File: src/rtl/mul_share_pkg.sv
// Shared types and helpers for the multiplier-sharing controller.
// Widths here describe the default 4-requester, 8-bit build.
package mul_share_pkg;

  function automatic int clog2(input int value);
    int r;
    r = 0;
    while ((1 << r) < value) r++;
    return r;
  endfunction

  localparam int DFLT_NUM_REQ    = 4;
  localparam int DFLT_DATA_WIDTH = 8;
  localparam int EXT_W           = DFLT_DATA_WIDTH + 1;
  localparam int PROD_W          = 2 * DFLT_DATA_WIDTH;
  localparam int DFLT_ID_W       = clog2(DFLT_NUM_REQ);

  typedef struct packed {
    logic [DFLT_ID_W-1:0] id;
    logic [PROD_W-1:0]    product;
  } rsp_entry_t;

endpackage

File: src/rtl/mul_rsp_fifo.sv
// First-word-fall-through response FIFO with synchronous active-high reset.
// Reads as zero while empty so the response port idles at zero.
module mul_rsp_fifo
  import mul_share_pkg::*;
#(
  parameter int WIDTH = 18,
  parameter int DEPTH = 4
) (
  input  logic             clk,
  input  logic             rst,
  input  logic             wr_en,
  input  logic [WIDTH-1:0] wr_data,
  input  logic             rd_en,
  output logic [WIDTH-1:0] rd_data,
  output logic             valid
);

  localparam int PTR_W = (DEPTH > 1) ? clog2(DEPTH) : 1;
  localparam int CNT_W = clog2(DEPTH + 1);

  logic [WIDTH-1:0] mem [0:DEPTH-1];
  logic [PTR_W-1:0] wr_ptr;
  logic [PTR_W-1:0] rd_ptr;
  logic [CNT_W-1:0] count;
  logic             do_rd;

  function automatic logic [PTR_W-1:0] next_ptr(input logic [PTR_W-1:0] p);
    return (p == PTR_W'(DEPTH - 1)) ? '0 : p + 1'b1;
  endfunction

  assign valid   = (count != '0);
  assign do_rd   = rd_en && valid;
  assign rd_data = valid ? mem[rd_ptr] : '0;

  always_ff @(posedge clk) begin
    if (wr_en) mem[wr_ptr] <= wr_data;
  end

  always_ff @(posedge clk) begin
    if (rst) begin
      wr_ptr <= '0;
      rd_ptr <= '0;
      count  <= '0;
    end else begin
      if (wr_en) wr_ptr <= next_ptr(wr_ptr);
      if (do_rd) rd_ptr <= next_ptr(rd_ptr);
      case ({wr_en, do_rd})
        2'b10:   count <= count + 1'b1;
        2'b01:   count <= count - 1'b1;
        default: count <= count;
      endcase
    end
  end

  // Upstream credit accounting must make a write into a full FIFO impossible.
  always_ff @(posedge clk) begin
    if (!rst) assert (!(wr_en && count == CNT_W'(DEPTH)));
  end

endmodule

File: src/rtl/mul_share_ctrl.sv
// Round-robin sharing of one pipelined signed multiplier between requesters;
// results return in issue order through a credited FWFT response FIFO.
module mul_share_ctrl
  import mul_share_pkg::*;
#(
  parameter int NUM_REQ     = DFLT_NUM_REQ,
  parameter int DATA_WIDTH  = DFLT_DATA_WIDTH,
  parameter int MUL_LATENCY = 1,
  parameter int FIFO_DEPTH  = 4,
  parameter int ID_W        = clog2(NUM_REQ)
) (
  input  logic                          clk,
  input  logic                          rst,
  input  logic [NUM_REQ-1:0]            req_valid,
  output logic [NUM_REQ-1:0]            req_ready,
  input  logic [NUM_REQ-1:0]            req_signed,
  input  logic [NUM_REQ*DATA_WIDTH-1:0] req_a,
  input  logic [NUM_REQ*DATA_WIDTH-1:0] req_b,
  output logic [DATA_WIDTH:0]           mul_a,
  output logic [DATA_WIDTH:0]           mul_b,
  input  logic [2*DATA_WIDTH+1:0]       mul_p,
  output logic                          rsp_valid,
  input  logic                          rsp_ready,
  output logic [ID_W-1:0]               rsp_id,
  output logic [2*DATA_WIDTH-1:0]       rsp_p
);

  localparam int PW = 2 * DATA_WIDTH;
  localparam int CW = clog2(FIFO_DEPTH + 1);

  typedef struct packed {
    logic [ID_W-1:0] id;
    logic [PW-1:0]   product;
  } entry_t;

  logic [ID_W-1:0]                     rr_ptr;
  logic [ID_W-1:0]                     winner;
  logic                                grant_found;
  logic                                grant;
  logic                                pop;
  logic [CW-1:0]                       credits;
  logic [DATA_WIDTH-1:0]               win_a;
  logic [DATA_WIDTH-1:0]               win_b;
  logic                                win_signed;
  logic [MUL_LATENCY:0]                tag_valid;
  logic [MUL_LATENCY:0][ID_W-1:0]      tag_id;
  entry_t                              wr_entry;
  entry_t                              rd_entry;
  logic                                unused_mul_msb;

  always_comb begin
    grant_found = 1'b0;
    winner      = '0;
    for (int k = 0; k < NUM_REQ; k++) begin
      if (!grant_found && req_valid[(int'(rr_ptr) + k) % NUM_REQ]) begin
        grant_found = 1'b1;
        winner      = ID_W'((int'(rr_ptr) + k) % NUM_REQ);
      end
    end
  end

  // Credits cover both in-flight operations and buffered results.
  assign grant      = grant_found && (credits != '0) && !rst;
  assign req_ready  = grant ? (NUM_REQ'(1) << winner) : '0;
  assign pop        = rsp_valid && rsp_ready;
  assign win_a      = req_a[winner*DATA_WIDTH +: DATA_WIDTH];
  assign win_b      = req_b[winner*DATA_WIDTH +: DATA_WIDTH];
  assign win_signed = req_signed[winner];

  always_ff @(posedge clk) begin
    if (rst) begin
      rr_ptr  <= '0;
      mul_a   <= '0;
      mul_b   <= '0;
      credits <= CW'(FIFO_DEPTH);
    end else begin
      if (grant) begin
        rr_ptr <= (winner == ID_W'(NUM_REQ - 1)) ? '0 : winner + 1'b1;
        mul_a  <= {win_signed & win_a[DATA_WIDTH-1], win_a};
        mul_b  <= {win_signed & win_b[DATA_WIDTH-1], win_b};
      end
      case ({grant, pop})
        2'b10:   credits <= credits - 1'b1;
        2'b01:   credits <= credits + 1'b1;
        default: credits <= credits;
      endcase
    end
  end

  // Stage 0 runs alongside mul_a/mul_b; the last stage lines up with mul_p.
  always_ff @(posedge clk) begin
    if (rst) begin
      tag_valid <= '0;
      tag_id    <= '0;
    end else begin
      tag_valid <= {tag_valid[MUL_LATENCY-1:0], grant};
      tag_id    <= {tag_id[MUL_LATENCY-1:0], winner};
    end
  end

  always_ff @(posedge clk) begin
    if (!rst) assert (credits <= CW'(FIFO_DEPTH));
  end

  assign wr_entry.id      = tag_id[MUL_LATENCY];
  assign wr_entry.product = mul_p[PW-1:0];
  assign unused_mul_msb   = ^mul_p[PW+1:PW];

  mul_rsp_fifo #(
    .WIDTH ($bits(entry_t)),
    .DEPTH (FIFO_DEPTH)
  ) u_rsp_fifo (
    .clk     (clk),
    .rst     (rst),
    .wr_en   (tag_valid[MUL_LATENCY]),
    .wr_data (wr_entry),
    .rd_en   (pop),
    .rd_data (rd_entry),
    .valid   (rsp_valid)
  );

  assign rsp_id = rd_entry.id;
  assign rsp_p  = rd_entry.product;

endmodule

File: config.mk
export PLATFORM = sky130hd
export DESIGN_NAME = mul_share_ctrl
export DESIGN_NICKNAME = d
export VERILOG_FILES = /design/src/rtl/mul_share_pkg.sv /design/src/rtl/mul_rsp_fifo.sv /design/src/rtl/mul_share_ctrl.sv
export SDC_FILE = /design/constraint.sdc
export NUM_CORES = 1
export LEC_CHECK = 0
export CORE_UTILIZATION = 47
export DETAILED_ROUTE_END_ITERATION = 7
export DONT_BUFFER_PORTS = 1
export HOLD_SLACK_MARGIN = 0.06
export PLACE_DENSITY_LB_ADDON = 0.15
export SLEW_MARGIN = 0
export SYNTH_ARGS = -nofsm -noshare
export SYNTH_HDL_FRONTEND = slang
export SYNTH_SLANG_ARGS = --single-unit
File: constraint.sdc
create_clock -name clk -period 3.9 [get_ports clk]
set_input_delay 0.78 -clock clk [delete_from_list [all_inputs] [get_ports clk]]
set_output_delay 0.78 -clock clk [all_outputs]
set_load 0.05 [all_outputs]
==> qor.csv, run 1 <==
stage,metric,value,unit
clocking,cts.sinks,110,
clocking,post-cts-setup-buffers,0,
clocking,clk_latency,360,ps
floorplan,core,9910,um^2
worst_setup_path,arrival,2220,ps
timing,setup_violations,0,
drt,drt_iter0_markers,115,
worst_setup_path,cpPeakStageDelay,590,ps
pwr,leakage,1.869,nW
global_routing,grt_max_degree,39,
placed_design,numPortBuffers,0,
global_routing,antenna_found_initial,0,
logic_synthesis,synth_flop_cell,edfxtp_1,
worst_setup_path,crit_chain,nor2b_4 > or4_4 > nand2_8 > inv_8 > ha_1 > and2_1,
drt,drtPass1Iterations,4,
drt,postRouteAntennaNets,0,
worst_setup_path,slowest_stage,or4_4,
global_routing,grtUsageTotal,0.1660,
timing,period_minus_slack,3003,ps
pwr,power.switching,0.001639,W
clocking,cts_root_buf,clkbuf_8,
worst_setup_path,cp_data_required_time,3120,ps
logic_synthesis,synth_edf_count,72,
timing,maxSlewViolCount,0,
drt,wl,8.775,mm
clocking,cts_htree_levels,3,
logic_synthesis,synth_cells,340,
global_routing,grt_overflow,0,
logic_synthesis,ys_seq_elements,110,
cells_and_area,final-seq-area,2923,um^2
worst_setup_path,r2r_setup_slack,1470,ps
drt,routed.top_layer,met4,
worst_setup_path,cp_max_fo,38,
clocking,clk_pin_slew,90,ps
hold_path,hold_class,flop to flop,
clocking,post_cts_resized,0,
drt,drc,0,
logic_synthesis,async_flop_share,0,
floorplan,std_cell_rows,36,
cells_and_area,diodes,0,
logic_synthesis,yosysWarnings,0,
timing,rsz0062_at_grt,false,
cells_and_area,drive_gt1_frac,0.1316,
placed_design,post-dp-hpwl,5.969,mm
worst_setup_path,critPathCaptureType,primary output,
logic_synthesis,synth_seq_area_share,0.5988,
pwr,swShare,0.4210,
timing,period_share,0.7700,
drt,drt-met1-wl,3.615,mm
floorplan,die-area,10800,um^2
logic_synthesis,ys_types,42,
global_routing,grt_pass1_vias,2762,
cells_and_area,num-nets-final,443,
pwr,intPower,0.002254,W
clocking,cts_tree,done,
drt,viasPerCell,5.674,
logic_synthesis,synth_nets,446,
pwr,peakVddDrop,414.6,uV
pwr,p_comb_frac,0.336,
placed_design,gp_congestion,0.7588,
pwr,p_seq_frac,0.463,
drt,route.met3.wl,698,um
clocking,numCtsBuffers,9,
floorplan,design.portCount,134,
timing,max_freq,0.3330,GHz
drt,wl_met2,4.389,mm
timing,tightest_slew,990.0,ps
cells_and_area,multi_input_area,1790,um^2
logic_synthesis,post-synth-top-area-fraction,0.4430,
floorplan,dieWidth,103.9,um
worst_setup_path,critPathLaunchType,primary input,
run,cap_violations,0,
logic_synthesis,syn_area_per_cell,14.36,um^2
timing,skew,8.379,ps
timing,maxSlewHeadroom,0.3400,
global_routing,grt_pass1_wl,13.96,mm
outcome,run_status,finished clean,
timing,hold_ws,447.6,ps
pwr,p_per_area,750.0,nW/um^2
logic_synthesis,netlist_area,4881,um^2
timing,final-hold-violation-count,0,
timing,final.setup.tns,0,ps
logic_synthesis,synth_top_area_cell,edfxtp_1,
clocking,hold_buffers,0,
worst_setup_path,path_class,primary input to primary output,
clocking,clock_path_buffers,2,
cells_and_area,fillers,844,
floorplan,initial_core_util,0.4926,
pwr,power_frac_clock,0.201,
drt,vias,2695,
cells_and_area,synthToLayoutAreaGrowth,6.357,%
floorplan,die_h,103.9,um
logic_synthesis,synth_area_leaders,"edfxtp_1 44%, dfxtp_1 16%, mux4_2 8.3%",
drt,routedWlPerCell,18.47,um
[cell families after synthesis]
family / synth area share
fa+ha+maj: 0.03640
xor+xnor: 0.007177
flops: 0.5988
simple gates: 0.1054
mux: 0.1507
compound gates: 0.06716
buf+inv: 0.03435
[layer usage]
layer  track usage  vias up
li1              -     1278
met3       0.06642        9
met4       0.03776        0
met2        0.2814      101
met5             0        -
met1        0.1983     1307
[worst max-delay path, delay by kind of cell]
kind | cells | cell delay [ps]
buffers and inverters | 1 | 100
adder cells (fa/ha/maj) | 1 | 200
AND/OR/NAND/NOR | 4 | 1130
[sequential cells by signal (all words and copies together), names as in the netlist, named ones only]
name,cells
mul_a,9
tag_id,4
mul_b,9
tag_valid,2
u_rsp_fifo.mem,72
credits,3
rr_ptr,2
u_rsp_fifo.wr_ptr,2
u_rsp_fifo.count,3
u_rsp_fifo.rd_ptr,2
[power groups by stage]
| stage | Clock [W] | Sequential, W | Combinational (W) |
|---|---|---|---|
| 6_report | 0.000784 | 0.00180 | 0.00131 |
| 5_1_grt | 0.000850 | 0.00182 | 0.00141 |
| 4_1_cts | 0.000809 | 0.00181 | 0.00133 |
| 3_5_place_dp | 0 | 0.00183 | 0.00133 |
| 3_3_place_gp | 0 | 0.00183 | 0.00130 |
| 2_1_floorplan | 0 | 0.00179 | 0.00120 |
[cell type report]
cell class	count	share of cell area
Inverter	14	0.01181
Clock inverter	7	0.02145
Tap cell	133	0.03206
Timing Repair Buffer	2	0.002892
Multi-Input combinational cell	200	0.3449
Clock buffer	9	0.02386
Sequential cell	110	0.5630
[cell usage in the layout, fill, tap and decap left out, types with 2 or more instances in the layout]
cell type and instances:
clkinv_1 3, nor2_1 14, o21ai_0 5, nor2b_1 5
a31oi_1 4, nand3_1 21, o211ai_1 2, buf_4 2
mux2i_1 33, clkinv_2 2, nor3_1 2, dfxtp_1 38
mux4_2 18, or4_4 2, edfxtp_1 72, or3_1 3
bufinv_16 3, nand2_1 9, fa_1 2, ha_1 11
xor2_1 4, a21o_1 2, o221ai_1 16, a21oi_1 9
and2_1 27, clkbuf_8 9, inv_1 10
[Yosys cell counts, drive strengths merged, types with 6 or more instances]
library cell / instances
edfxtp: 72
dfxtp: 38
mux2i: 33
and2: 27
nand3: 21
mux4: 18
o221ai: 16
nor2: 15
inv: 12
ha: 11
nand2: 10
a21oi: 9
buf: 9
clkbuf: 7
nor2b: 6
[per-stage QoR]
step | instance area (um^2) | utilization | setup slack, ps | power [W] | cells
finish | 5191 | 0.5239 | 897.0 | 0.003893 | 475
global route | 5191 | 0.5239 | 768.6 | 0.004079 | 475
CTS | 5191 | 0.5239 | 880.4 | 0.003948 | 475
detailed placement | 4956 | 0.5001 | 797.8 | 0.003159 | 459
global placement | 4956 | 0.5001 | 834.3 | 0.003135 | 459
floorplan | 4881 | - | 864.5 | 0.002990 | 340
[worst paths after layout]
check | startpoint | to | cells after the start
worst max-delay path | req_valid[0] | req_ready[0] | 6
worst min register to register | tag_id[1]$_SDFF_PP0_ | tag_id[3]$_SDFF_PP0_ | 1
worst max register to register | credits[0]$_SDFFE_PP0P_ | credits[2]$_SDFFE_PP1P_ | 9
worst min-delay path | tag_id[1]$_SDFF_PP0_ | tag_id[3]$_SDFF_PP0_ | 1
Power figures use the tool's default switching activity.
==> run 2, diff against run 1 <==
clock period = 2.75 ns   (was 3.9 ns; I/O delays follow)
==> run 2 against run 1 <==
Critical path depth is 1 higher. Critical path type is now flop to primary output. Largest power group unchanged. Sequential cell count stayed put. Clock skew is 1.1 ps higher. Design area is 1.3% higher.
==> qor.csv, run 2 (synthesis results as in run 1) <==
stage,metric,value,unit,change
outcome,run_status,finished clean,,
timing,setup_violations,0,,unchanged
timing,maxSlewHeadroom,0.5910,,+0.2511
worst_setup_path,r2r-end,credits[2]$_SDFFE_PP1P_,,
pwr,power_frac_clock,0.190,,-0.011
worst_setup_path,cp_max_fo,7,,-82%
pwr,p_per_area,1043,nW/um^2,+39%
placed_design,post-dp-hpwl,6.103,mm,+2.3%
clocking,cts_root_buf,clkbuf_8,,
timing,max_freq,0.3800,GHz,
floorplan,std_cell_rows,36,,unchanged
global_routing,grt_pass1_wl,14.03,mm,+0.49%
cells_and_area,num-nets-final,454,,+2.5%
worst_setup_path,r2r_setup_slack,570,ps,-900 ps
pwr,power.switching,0.002337,W,+43%
global_routing,grt_max_degree,36,,-7.7%
floorplan,design.portCount,134,,unchanged
cells_and_area,drive_gt1_frac,0.1586,,+0.02706
clocking,clock_path_buffers,2,,unchanged
drt,routedWlPerCell,18.11,um,-2.0%
timing,final.setup.tns,0,ps,unchanged
global_routing,grt_overflow,0,,unchanged
worst_setup_path,path_class,flop to primary output,,
cells_and_area,fin_cells,486,,+2.3%
pwr,swShare,0.4263,,+0.005381
drt,drc,0,,unchanged
timing,final-hold-violation-count,0,,unchanged
drt,postRouteAntennaNets,0,,unchanged
worst_setup_path,critPathLaunchType,flop,,
global_routing,antenna_found_initial,0,,unchanged
pwr,peakVddDrop,576.4,uV,+39%
worst_setup_path,r2r-start,credits[0]$_SDFFE_PP0P_,,
clocking,cts_tree,done,,
hold_path,min_path_cells,1,,unchanged
worst_setup_path,cp_data_required_time,2200,ps,-920 ps
drt,drt_iter0_markers,118,,+2.6%
clocking,post_cts_resized,0,,unchanged
pwr,p_seq_frac,0.464,,about the same
placed_design,gp_congestion,0.7617,,+0.38%
global_routing,grtUsageTotal,0.1691,,+0.003049
pwr,p_comb_frac,0.345,,+0.009
clocking,clk_latency,370,ps,about the same
pwr,leakage,1.917,nW,+2.5%
cells_and_area,top_regs,"u_rsp_fifo.mem (72), mul_a (9), mul_b (9)",,
floorplan,initial_core_util,0.4926,,unchanged
worst_setup_path,rr_worst_depth,9,,unchanged
cells_and_area,synthToLayoutAreaGrowth,7.690,%,
drt,viasPerCell,5.566,,-1.9%
floorplan,die-area,10800,um^2,unchanged
hold_path,hold_end,u_rsp_fifo.count[2]$_SDFFE_PP0P_,,
cells_and_area,mostFrequentLayoutCells,"72 x edfxtp_1, 38 x dfxtp_1, 33 x mux2i_1",,
drt,wl,8.801,mm,+0.30%
clocking,cts_htree_levels,3,,unchanged
floorplan,core,9910,um^2,unchanged
timing,tightest_slew,609.7,ps,-380.4 ps
global_routing,grt_pass1_vias,2716,,-1.7%
cells_and_area,largest_reg_flops,72,,unchanged
timing,rsz0062_at_grt,false,,
hold_path,min_from,rst,,
floorplan,dieWidth,103.9,um,unchanged
cells_and_area,largest_register,u_rsp_fifo.mem,,
clocking,cts.sinks,110,,unchanged
clocking,post-cts-setup-buffers,0,,unchanged
drt,drtPass1Iterations,4,,unchanged
hold_path,hold_class,primary input to flop,,
placed_design,dpl.cell_count,470,,+2.4%
timing,maxSlewViolCount,0,,unchanged
floorplan,die_h,103.9,um,unchanged
timing,period_minus_slack,2632,ps,
run,cap_violations,0,,unchanged
timing,skew,9.471,ps,+1.092 ps
drt,vias,2705,,+0.37%
clocking,clk_pin_slew,100,ps,about the same
worst_setup_path,arrival,2080,ps,-140 ps
cells_and_area,final_common_cell,edfxtp_1,,
timing,period_share,0.9569,,
cells_and_area,diodes,0,,unchanged
worst_setup_path,critPathCaptureType,primary output,,
placed_design,numPortBuffers,0,,unchanged
clocking,hold_buffers,0,,unchanged
pwr,intPower,0.003145,W,+39%
clocking,numCtsBuffers,9,,unchanged
==> run 2: critical path, stage by stage, from the launching register on <==
cell	delay, ps
dfxtp_1	430
nor2b_4	70
or4_4	590
nand2_8	110
inv_8	30
ha_1	160
and2_1	130
buf_4	190
==> run 2: worst max-delay path by stage <==
| stage | start | to |
|---|---|---|
| 2_1_floorplan | req_valid[0] | credits[2]$_SDFFE_PP1P_ |
| 3_3_place_gp | req_valid[0] | credits[2]$_SDFFE_PP1P_ |
| 3_5_place_dp | req_valid[0] | credits[2]$_SDFFE_PP1P_ |
| 4_1_cts | rr_ptr[0]$_SDFFE_PP0P_ | req_ready[0] |
| 5_1_grt | rr_ptr[0]$_SDFFE_PP0P_ | req_ready[0] |
| 6_report | rr_ptr[0]$_SDFFE_PP0P_ | req_ready[0] |
==> run 2: area by class of cell <==
type	instances	area (um^2)
clock inverters	7	93.84
multi-input cells	200	1790
clock buffers	9	123.9
repair buffers	13	97.59
flip-flops and latches	110	2923
inverters	14	61.31
well taps	133	166.4
fillers	833	4653
==> run 2: per-stage QoR <==
step	util	worst slack, ps	power, W	instance area (um^2)	hold slack [ps]
final	0.5304	118.5	0.005482	5256	234.7
after global placement	0.5085	156.6	0.004481	5039	417.4
after CTS	0.5304	105.9	0.005563	5256	216.5
after global routing	0.5304	48.12	0.005784	5256	213.6
after floorplan	-	0.3166	0.004240	4881	413.8
after detailed placement	0.5085	123.3	0.004515	5039	423.9
==> run 2: power by group through the flow <==
stage,logic [W],clock network [W],registers [W]
after floorplan,0.00171,0,0.00253
after global placement,0.00190,0,0.00258
after detailed placement,0.00193,0,0.00259
after CTS,0.00193,0.00108,0.00255
after global routing,0.00205,0.00115,0.00258
final,0.00189,0.00104,0.00255
==> run 2: metal layers <==
| metal | wire, um | part of all wire | vias to the layer above | global-route usage |
|---|---|---|---|---|
| met3 | 717 | 0.081 | 11 | 0.05890 |
| met5 | 0 | 0 | - | 0 |
| li1 | - | - | 1304 | - |
| met1 | 3548 | 0.40 | 1289 | 0.2039 |
| met4 | 124 | 0.014 | 0 | 0.06429 |
| met2 | 4410 | 0.50 | 101 | 0.2790 |
==> run 3, diff against run 2 <==
MAX_ROUTING_LAYER = met4   (was default)
==> run 3 against run 2 <==
Total power is essentially flat. Clock power about the same. Sequential share of layout area did not move. First-iteration DRC count is 5.1% lower. Clock skew hardly changed. Maximum frequency grew 0.14%. Wire length decreased by 0.19%.
==> qor.csv, run 3 (synthesis results as in run 1) <==
stage,metric,value,unit,change
pwr,peakVddDrop,575.8,uV,-0.10%
clocking,clock_path_buffers,2,,unchanged
timing,tightest_slew,600.4,ps,-9.280 ps
drt,drtPass1Iterations,4,,unchanged
worst_setup_path,cp_max_fo,7,,unchanged
drt,drt_iter0_markers,112,,-5.1%
timing,final.setup.tns,0,ps,unchanged
cells_and_area,num-nets-final,454,,unchanged
global_routing,grt_overflow,0,,unchanged
timing,rsz0062_at_grt,false,,
floorplan,design.portCount,134,,unchanged
cells_and_area,top_regs,"u_rsp_fifo.mem (72), mul_a (9), mul_b (9)",,
pwr,leakage,1.917,nW,unchanged
global_routing,grtUsageTotal,0.1741,,+0.005028
floorplan,std_cell_rows,36,,unchanged
drt,routedWlPerCell,18.07,um,-0.19%
worst_setup_path,critPathCaptureType,primary output,,
run,cap_violations,0,,unchanged
timing,period_minus_slack,2628,ps,-3.762 ps
cells_and_area,largest_register,u_rsp_fifo.mem,,
timing,maxSlewViolCount,0,,unchanged
clocking,numCtsBuffers,9,,unchanged
timing,skew,9.413,ps,-0.05846 ps
worst_setup_path,arrival,2080,ps,about the same
cells_and_area,utilization,0.5304,,unchanged
cells_and_area,synthToLayoutAreaGrowth,7.690,%,unchanged
worst_setup_path,critPathLaunchType,flop,,
drt,viasPerCell,5.607,,+0.74%
clocking,hold_buffers,0,,unchanged
placed_design,place_ws,123.3,ps,unchanged
floorplan,die_h,103.9,um,unchanged
hold_path,min_path_cells,1,,unchanged
floorplan,die-area,10800,um^2,unchanged
cells_and_area,fin_cells,486,,unchanged
pwr,p_total,0.005482,W,about the same
clocking,cts.sinks,110,,unchanged
drt,postRouteAntennaNets,0,,unchanged
worst_setup_path,cpPeakStageDelay,590,ps,about the same
worst_setup_path,path_class,flop to primary output,,
worst_setup_path,rr_worst_depth,9,,unchanged
worst_setup_path,crit_chain,nor2b_4 > or4_4 > nand2_8 > inv_8 > ha_1 > and2_1 > buf_4,,
global_routing,grt_pass1_vias,2722,,+0.22%
cells_and_area,diodes,0,,unchanged
floorplan,dieWidth,103.9,um,unchanged
drt,vias,2725,,+0.74%
cells_and_area,drive_gt1_frac,0.1586,,unchanged
clocking,clk_pin_slew,100,ps,about the same
timing,maxSlewHeadroom,0.5973,,+0.006225
placed_design,post-dp-hpwl,6.103,mm,unchanged
timing,period_share,0.9555,,-0.001368
cells_and_area,mostFrequentLayoutCells,"72 x edfxtp_1, 38 x dfxtp_1, 33 x mux2i_1",,
cells_and_area,largest_reg_flops,72,,unchanged
hold_path,hold_class,primary input to flop,,
clocking,cts_tree,done,,
worst_setup_path,cp_data_required_time,2200,ps,about the same
clocking,clk_latency,360,ps,about the same
timing,worst_slack,122.3,ps,+3.762 ps
timing,max_freq,0.3806,GHz,+0.14%
drt,drc,0,,unchanged
floorplan,initial_core_util,0.4926,,unchanged
floorplan,core,9910,um^2,unchanged
cells_and_area,final_common_cell,edfxtp_1,,
global_routing,antenna_found_initial,0,,unchanged
outcome,run_status,finished clean,,
timing,final-hold-violation-count,0,,unchanged
clocking,post-cts-setup-buffers,0,,unchanged
placed_design,gp_congestion,0.7717,,+1.3%
timing,setup_violations,0,,unchanged
global_routing,grt_max_degree,36,,unchanged
placed_design,dpl.cell_count,470,,unchanged
worst_setup_path,slowest_stage,or4_4,,
clocking,cts_htree_levels,3,,unchanged
clocking,cts_root_buf,clkbuf_8,,
drt,wl,8.784,mm,-0.19%
clocking,post_cts_resized,0,,unchanged
pwr,p_per_area,1043,nW/um^2,about the same
global_routing,grt_pass1_wl,14.04,mm,about the same
placed_design,numPortBuffers,0,,unchanged
## run 3: routing by layer
metal  vias to the layer above  track usage  routed length, um
met5                         -            -                  0
li1                       1306            -                  -
met2                       102       0.2800               4383
met1                      1305       0.2051               3578
met4                         0      0.06429                143
met3                        12      0.05576                678
## run 3: area by class of cell
| type | instances | area [um^2] |
|---|---|---|
| repair buffers | 13 | 97.59 |
| inverters | 14 | 61.31 |
| clock buffers | 9 | 123.9 |
| flip-flops and latches | 110 | 2923 |
| well taps | 133 | 166.4 |
| fillers | 833 | 4653 |
| multi-input cells | 200 | 1790 |
| clock inverters | 7 | 93.84 |
## run 3: per-stage QoR
| step | hold WS, ps | area, um^2 |
|---|---|---|
| global route | 213.5 | 5256 |
| global placement | 417.4 | 5039 |
| CTS | 216.5 | 5256 |
| finish | 238.9 | 5256 |
| floorplan | 413.8 | 4881 |
| detailed placement | 423.9 | 5039 |
## run 3: path summary, 6_finish.rpt
| kind | start | slack [ps] | endpoint |
|---|---|---|---|
| worst max register to register | credits[0]$_SDFFE_PP0P_ | 570 | credits[2]$_SDFFE_PP1P_ |
| worst max-delay path | rr_ptr[0]$_SDFFE_PP0P_ | 120 | req_ready[0] |
| worst min-delay path | rst | 240 | u_rsp_fifo.count[2]$_SDFFE_PP0P_ |
| worst min register to register | tag_id[0]$_SDFF_PP0_ | 440 | tag_id[2]$_SDFF_PP0_ |
## run 3: where the power goes
group / internal, W / switching (W)
clock network: 0.000515 / 0.000526
logic: 0.000634 / 0.00126
registers: 0.00200 / 0.000550
## run 3: critical path: cells and delay by family, from the launching register on
family | cells | cell delay [ps]
simple gates | 4 | 900
flops | 1 | 430
buf+inv | 2 | 220
fa+ha+maj | 1 | 160
